<file path="config.mk">
export PLATFORM = sky130hd
export DESIGN_NAME = fifo_biquad_stage
export DESIGN_NICKNAME = d
export VERILOG_FILES = /design/src/rtl/fifo_biquad_stage.sv
export SDC_FILE = /design/constraint.sdc
export NUM_CORES = 1
export LEC_CHECK = 0
export BUFFER_PORTS_ARGS = -buffer_cell sky130_fd_sc_hd__clkbuf_2
export CORE_ASPECT_RATIO = 0.5
export CORE_MARGIN = 5
export CORE_UTILIZATION = 55
export DETAILED_ROUTE_END_ITERATION = 12
export PLACE_DENSITY = 0.82
export SETUP_SLACK_MARGIN = 0.1
export SYNTH_ARGS = -nofsm -noshare
export SYNTH_HDL_FRONTEND = slang
export SYNTH_SLANG_ARGS = --single-unit
</file>
<file path="constraint.sdc">
create_clock -name clk -period 4.69 [get_ports clk]
set_input_delay 0.938 -clock clk [delete_from_list [all_inputs] [get_ports clk]]
set_output_delay 0.938 -clock clk [all_outputs]
set_load 0.01 [all_outputs]
</file>
<file path="src/rtl/fifo_biquad_stage.sv">
// ---------------------------------------------------------------------------
// fifo_biquad_stage
//
// Purpose:
//   Pops 16-bit samples from an upstream synchronous FIFO and runs one
//   direct-form-I biquad section. It is one section of a Chebyshev cascade.
//   A single multiplier is shared across the five taps, which are evaluated
//   one after another. Each result is presented on a valid/ready output port.
//   The FIFO absorbs all backpressure, because a new sample is popped only
//   after the previous result has been accepted downstream.
//
//   y[n] = clip16((8192 + B0*x[n] + B1*x[n-1] + B2*x[n-2]
//                       - A1*y[n-1] - A2*y[n-2]) >>> 14)
//   All coefficients are signed Q2.14.
//
// Configuration macro:
//   BIQUAD_SAT_EN  defined   -> clip16 saturates to [-32768, 32767].
//                               sat_flag records any clipped output (sticky).
//                  undefined -> clip16 keeps the low 16 bits (wraps).
//                               sat_flag is tied to 0.
//
// Ports:
//   clk         in   clock, rising edge
//   rst         in   asynchronous active-high reset
//   clr         in   synchronous clear of history/acc/FSM/sat_flag
//   fifo_empty  in   upstream FIFO empty flag
//   fifo_rd_cs  out  FIFO read chip select (same as fifo_rd_en)
//   fifo_rd_en  out  FIFO pop, one-cycle pulse (combinational in IDLE)
//   fifo_data   in   FIFO read data, valid the cycle after the pop edge
//   out_data    out  filtered sample, signed, stable while out_valid=1
//   out_valid   out  out_data valid
//   out_ready   in   downstream accept
//   busy        out  FSM not in IDLE
//   sat_flag    out  sticky clip indicator (saturating build only)
// ---------------------------------------------------------------------------
module fifo_biquad_stage #(
  parameter logic signed [15:0] B0 = 16'sd4096,
  parameter logic signed [15:0] B1 = 16'sd8192,
  parameter logic signed [15:0] B2 = 16'sd4096,
  parameter logic signed [15:0] A1 = 16'sd0,
  parameter logic signed [15:0] A2 = 16'sd0
) (
  input  logic        clk,
  input  logic        rst,
  input  logic        clr,
  input  logic        fifo_empty,
  output logic        fifo_rd_cs,
  output logic        fifo_rd_en,
  input  logic [15:0] fifo_data,
  output logic [15:0] out_data,
  output logic        out_valid,
  input  logic        out_ready,
  output logic        busy,
  output logic        sat_flag
);

  typedef enum logic [3:0] {
    S_IDLE, S_CAPT, S_MAC0, S_MAC1, S_MAC2, S_MAC3, S_MAC4, S_OUT, S_HOLD
  } state_t;

  // The feedback taps are subtracted, so the negated coefficients are stored.
  // They are held in 17 bits so that -(-32768) is still representable.
  localparam logic signed [16:0] NEG_A1 = -$signed({A1[15], A1});
  localparam logic signed [16:0] NEG_A2 = -$signed({A2[15], A2});

  state_t state_reg, state_next;

  logic signed [15:0] x0_reg, x1_reg, x2_reg, y1_reg, y2_reg;
  logic signed [35:0] acc_reg;
  logic [15:0]        out_data_reg;
  logic               out_valid_reg;
  logic               pop;

  logic signed [16:0] coef;
  logic signed [15:0] operand;
  logic signed [32:0] product;
  logic signed [35:0] rounded;
  logic signed [15:0] clipped;

  // Tap select for the shared multiplier.
  always_comb begin
    coef    = '0;
    operand = '0;
    case (state_reg)
      S_MAC0: begin coef = {B0[15], B0}; operand = x0_reg; end
      S_MAC1: begin coef = {B1[15], B1}; operand = x1_reg; end
      S_MAC2: begin coef = {B2[15], B2}; operand = x2_reg; end
      S_MAC3: begin coef = NEG_A1;       operand = y1_reg; end
      S_MAC4: begin coef = NEG_A2;       operand = y2_reg; end
      default: ;
    endcase
  end

  assign product = 33'(coef) * 33'(operand);
  assign rounded = acc_reg >>> 14;

`ifdef BIQUAD_SAT_EN
  logic clip_hit;
  logic sat_reg;

  always_comb begin
    clip_hit = 1'b0;
    clipped  = rounded[15:0];
    if (rounded > 36'sd32767) begin
      clipped  = 16'sh7fff;
      clip_hit = 1'b1;
    end else if (rounded < -36'sd32768) begin
      clipped  = 16'sh8000;
      clip_hit = 1'b1;
    end
  end

  always_ff @(posedge clk or posedge rst) begin
    if (rst) begin
      sat_reg <= 1'b0;
    end else if (clr) begin
      sat_reg <= 1'b0;
    end else if (state_reg == S_OUT && clip_hit) begin
      sat_reg <= 1'b1;
    end
  end

  assign sat_flag = sat_reg;
`else
  // The wrapping build keeps the low 16 bits and drops the upper bits.
  logic unused_rounded;
  assign unused_rounded = ^rounded[35:16];
  assign clipped  = rounded[15:0];
  assign sat_flag = 1'b0;
`endif

  // Next state and pop request.
  // A pop is never issued while clr is high, because clr forces IDLE anyway.
  always_comb begin
    state_next = state_reg;
    pop        = 1'b0;
    case (state_reg)
      S_IDLE: begin
        if (!fifo_empty && !out_valid_reg && !clr) begin
          pop        = 1'b1;
          state_next = S_CAPT;
        end
      end
      S_CAPT: state_next = S_MAC0;
      S_MAC0: state_next = S_MAC1;
      S_MAC1: state_next = S_MAC2;
      S_MAC2: state_next = S_MAC3;
      S_MAC3: state_next = S_MAC4;
      S_MAC4: state_next = S_OUT;
      S_OUT:  state_next = S_HOLD;
      S_HOLD: if (out_valid_reg && out_ready) state_next = S_IDLE;
      default: state_next = S_IDLE;
    endcase
  end

  always_ff @(posedge clk or posedge rst) begin
    if (rst) begin
      state_reg     <= S_IDLE;
      x0_reg        <= '0;
      x1_reg        <= '0;
      x2_reg        <= '0;
      y1_reg        <= '0;
      y2_reg        <= '0;
      acc_reg       <= '0;
      out_data_reg  <= '0;
      out_valid_reg <= 1'b0;
    end else if (clr) begin
      state_reg     <= S_IDLE;
      x0_reg        <= '0;
      x1_reg        <= '0;
      x2_reg        <= '0;
      y1_reg        <= '0;
      y2_reg        <= '0;
      acc_reg       <= '0;
      out_valid_reg <= 1'b0;
    end else begin
      state_reg <= state_next;
      case (state_reg)
        S_CAPT: begin
          x0_reg  <= fifo_data;
          acc_reg <= 36'sd8192;  // half LSB of the >>>14, rounds ties upward
        end
        S_MAC0, S_MAC1, S_MAC2, S_MAC3, S_MAC4: begin
          acc_reg <= acc_reg + 36'(product);
        end
        S_OUT: begin
          out_data_reg  <= clipped;
          out_valid_reg <= 1'b1;
          x2_reg        <= x1_reg;
          x1_reg        <= x0_reg;
          y2_reg        <= y1_reg;
          y1_reg        <= clipped;  // feedback uses the post-clip value
        end
        S_HOLD: begin
          if (out_ready) out_valid_reg <= 1'b0;
        end
        default: ;
      endcase
    end
  end

  // The pop is a combinational output, so it is also masked while rst is high.
  assign fifo_rd_en = pop & ~rst;
  assign fifo_rd_cs = fifo_rd_en;
  assign out_data   = out_data_reg;
  assign out_valid  = out_valid_reg;
  assign busy       = (state_reg != S_IDLE);

endmodule

</file>
==> results.py <==
metrics = {
    "drt": {
        "drcViolationCount": 0,
        "ant_nets": 0,
        "vias": 6435,
        "avgRoutedWirePerCell_um": 24.02,
        "wirelength_mm": 23.44,
        "drt_iter0_markers": 1123,
        "vias_per_cell": 6.593,
        "drt_pass1_iterations": 6,
    },
    "sta": {
        "setup_viol": 4,
        "fin_crit_sh_pct": 102.9,
        "slew-limit-headroom_pct": 7.323,
        "drv_slew": 0,
        "hold_violations": 0,
        "fin_skew_ns": 0.01008,
        "fmax_ghz": 0.2073,
        "finalWorstSetupSlack_ns": -0.1341,
        "fin_crit_ns": 4.824,
        "rsz0062_at_grt": "yes",
        "tightestPinTransition_ns": 1.379,
    },
    "synthesis": {
        "synth.avg_cell_area_sq_um": 9.375,
        "yosysWarnings": 0,
        "synth_cell_type_count": 53,
        "synth_compound_area_share_pct": 15.24,
        "synth_area_sq_um": 6675,
        "synth_fa_ha_area_share_pct": 19.76,
        "async_flop_share_pct": 100.0,
        "syn_inst": 712,
        "synthFlopType": "dfrtp_1",
        "synth_xor_area_share_pct": 2.099,
        "ys_seq_area_share_pct": 40.86,
        "synth_edf_count": 0,
        "synth_top_family_by_area": "adder cells",
        "synth-simple-area-share_pct": 15.75,
        "ys_seq_elements": 109,
        "synth_mux_area_share_pct": 3.018,
    },
    "die": {
        "die-area_sq_um": 14570,
        "fp-row-count": 28,
        "start_util_pct": 56.37,
        "coreArea_sq_um": 11840,
        "dieWidth_um": 165.8,
        "pin_count": 42,
        "die_h_um": 87.90,
    },
    "clocking": {
        "numCtsBuffers": 9,
        "clockBufferDepth": 2,
        "clock-sinks": 109,
        "clk_pin_slew_ns": 0.08,
        "clock_latency_ns": 0.37,
        "clock-root-buffer": "clkbuf_16",
        "cts_tree": "done",
        "htreeDepth": 3,
        "holdBufCountCts": 0,
    },
    "worst_hold_path": {
        "min_to": "out_data[12]$_DFFE_PP0P_",
        "hp-class": "reg2reg",
        "min_from": "out_data[12]$_DFFE_PP0P_",
        "hold_depth": 1,
    },
    "final_layout": {
        "nets": 924,
        "largest_reg_flops": 18,
        "final_area_sq_um": 8818,
        "register_area_sq_um": 2729,
        "n_fill_cell": 664,
        "layout-area-overhead-vs-synth_pct": 32.11,
        "drive_above_1_share_pct": 30.95,
        "diodes": 0,
        "layout_commonest_cell": "nand2_1",
        "multiInputGateArea_sq_um": 4696,
        "layout_common_cells": "180 x nand2_1, 108 x dfrtp_1, 75 x a21oi_1",
        "fin_cells": 976,
    },
    "place": {
        "place_congestion": 0.8754,
        "dp_hpwl_mm": 11.84,
        "port_buffers": 40,
        "place_ws_ns": -0.1755,
        "placed_cells": 935,
        "post_dp_cell_area_sq_um": 7402,
    },
    "job": {
        "drv_cap": 0,
    },
    "setup_path": {
        "worstRegToRegCells": 20,
        "end_kind": "register",
        "ff2ff_setup_slack_ns": -0.13,
        "critical_path_required_ns": 4.94,
        "path_max_fanout": 9,
        "worstSetupStartpointType": "register",
        "r2r_start": "state_reg[0]$_DFFE_PP0P_",
        "timing.rr.end": "acc_reg[29]$_DFFE_PP0P_",
        "worst-setup-path-type": "reg2reg",
        "worstPathArrival_ns": 5.07,
    },
    "global_routing": {
        "grt_max_degree": 86,
        "overflow": 0,
        "antenna_found_initial": 0,
        "grt_pass1_vias": 5847,
        "track_usage_pct": 26.76,
        "grt_pass1_wl_mm": 30.93,
    },
    "run_status": {
        "violations": "negative setup slack",
        "status": "finished with violations",
    },
    "power": {
        "ir_worst_vdd_mv": 0.1766,
        "leakagePower_nw": 4.119,
        "p_total_w": 0.002406,
        "power_density_nw_per_um2": 272.9,
    },
}
## power by group
group / switching [W] / internal (W) / total, W / leakage, nW
Combinational: 0.000309 / 0.000244 / 0.000553 / 2.46
Sequential: 0.0000391 / 0.000966 / 0.00100 / 1.51
Clock: 0.000378 / 0.000470 / 0.000849 / 0.144
Total: 0.000727 / 0.00168 / 0.00241 / 4.12
## logic make-up (layout without fill, tap and decap cells)
| kind of cell | after synthesis | in the layout |
|---|---|---|
| muxes | 18 | 18 |
| xor gates and xnor gates | 16 | 16 |
| adders and majority gates | 97 | 97 |
| buffers and inverters | 51 | 140 |
| other | 1 | 10 |
| AOI/OAI and AO/OA | 170 | 170 |
| and+or+nand+nor | 250 | 251 |
| DFF | 109 | 109 |
## repair_timing
action | CTS | global route
endpoints found under the setup margin | 10 | 10
endpoints found under the hold margin | 0 | 0
pin swaps | 41 | 58
cloned | 1 | 0
buffers inserted | 11 | 13
gates resized for setup | 55 | 96
## final cells by class
class | instances | share of cell area (%)
well taps | 165 | 2.341
clock buffers | 9 | 2.554
flip-flops and latches | 109 | 30.94
repair buffers | 115 | 9.379
clock inverters | 7 | 1.121
multi-input cells | 562 | 53.25
inverters | 9 | 0.4115
## synthesized netlist by cell type (5+ instances only)
cell / count / share of area (%)
inv_1: 8 / 0.45
nand2_1: 185 / 10
ha_1: 83 / 16
a22oi_1: 9 / 1.0
a221o_1: 5 / 0.75
a21o_1: 7 / 0.79
buf_1: 5 / 0.28
xor2_1: 7 / 0.92
fa_1: 14 / 4.2
nor3_1: 6 / 0.45
xnor2_1: 9 / 1.2
nand2b_1: 6 / 0.56
o21ai_1: 10 / 0.75
a22o_1: 5 / 0.66
nor2_1: 21 / 1.2
mux2_1: 16 / 2.7
o21ai_0: 26 / 1.9
a21oi_1: 83 / 6.2
and2_1: 7 / 0.66
nand3_1: 10 / 0.75
dfrtp_1: 109 / 41
clkbuf_1: 29 / 1.6
## worst max path at each step
stage               cells past startpoint  slack [ns]                     start                      end
floorplan                              20        0.11  state_reg[3]$_DFFE_PP0P_  acc_reg[29]$_DFFE_PP0P_
global placement                       19       -0.11  state_reg[0]$_DFFE_PP0P_  acc_reg[29]$_DFFE_PP0P_
detailed placement                     20       -0.18  state_reg[0]$_DFFE_PP0P_  acc_reg[28]$_DFFE_PP0P_
CTS                                    20        0.09  state_reg[1]$_DFFE_PP0P_  acc_reg[28]$_DFFE_PP0P_
global route                           20       -0.25  state_reg[0]$_DFFE_PP0P_  acc_reg[29]$_DFFE_PP0P_
finish                                 20       -0.13  state_reg[0]$_DFFE_PP0P_  acc_reg[29]$_DFFE_PP0P_
## through the flow
stage / TNS [ns] / hold WS, ns / util (%)
global placement: -0.3334 / 0.4677 / 62.51
floorplan: 0 / 0.4800 / -
CTS: 0 / 0.4911 / 68.21
global route: -0.7053 / 0.5273 / 74.47
finish: -0.2790 / 0.4909 / 74.47
detailed placement: -0.6987 / 0.4752 / 62.51
## critical path: stages (launching register included)
cell and delay, ns:
dfrtp_2 0.42, nand2b_4 0.16, buf_6 0.11, nor3_4 0.05
buf_12 0.14, a22oi_1 0.38, inv_1 0.10, ha_1 0.31
ha_1 0.30, ha_1 0.31, ha_1 0.33, fa_1 0.47
ha_1 0.34, ha_1 0.35, inv_1 0.07, o21bai_1 0.18
a21oi_2 0.11, nand3_1 0.11, o21ai_0 0.11, a22oi_1 0.23
nand2_1 0.10
## metal layers
metal | vias up | GRT usage, % | part of all wire (%)
met2 | 536 | 44.08 | 44
met3 | 175 | 5.951 | 11
met4 | 0 | 7.934 | 6.4
met1 | 3071 | 36.29 | 38
li1 | 2653 | - | -
met5 | - | 0 | 0
(Power assumes the default switching activity.)
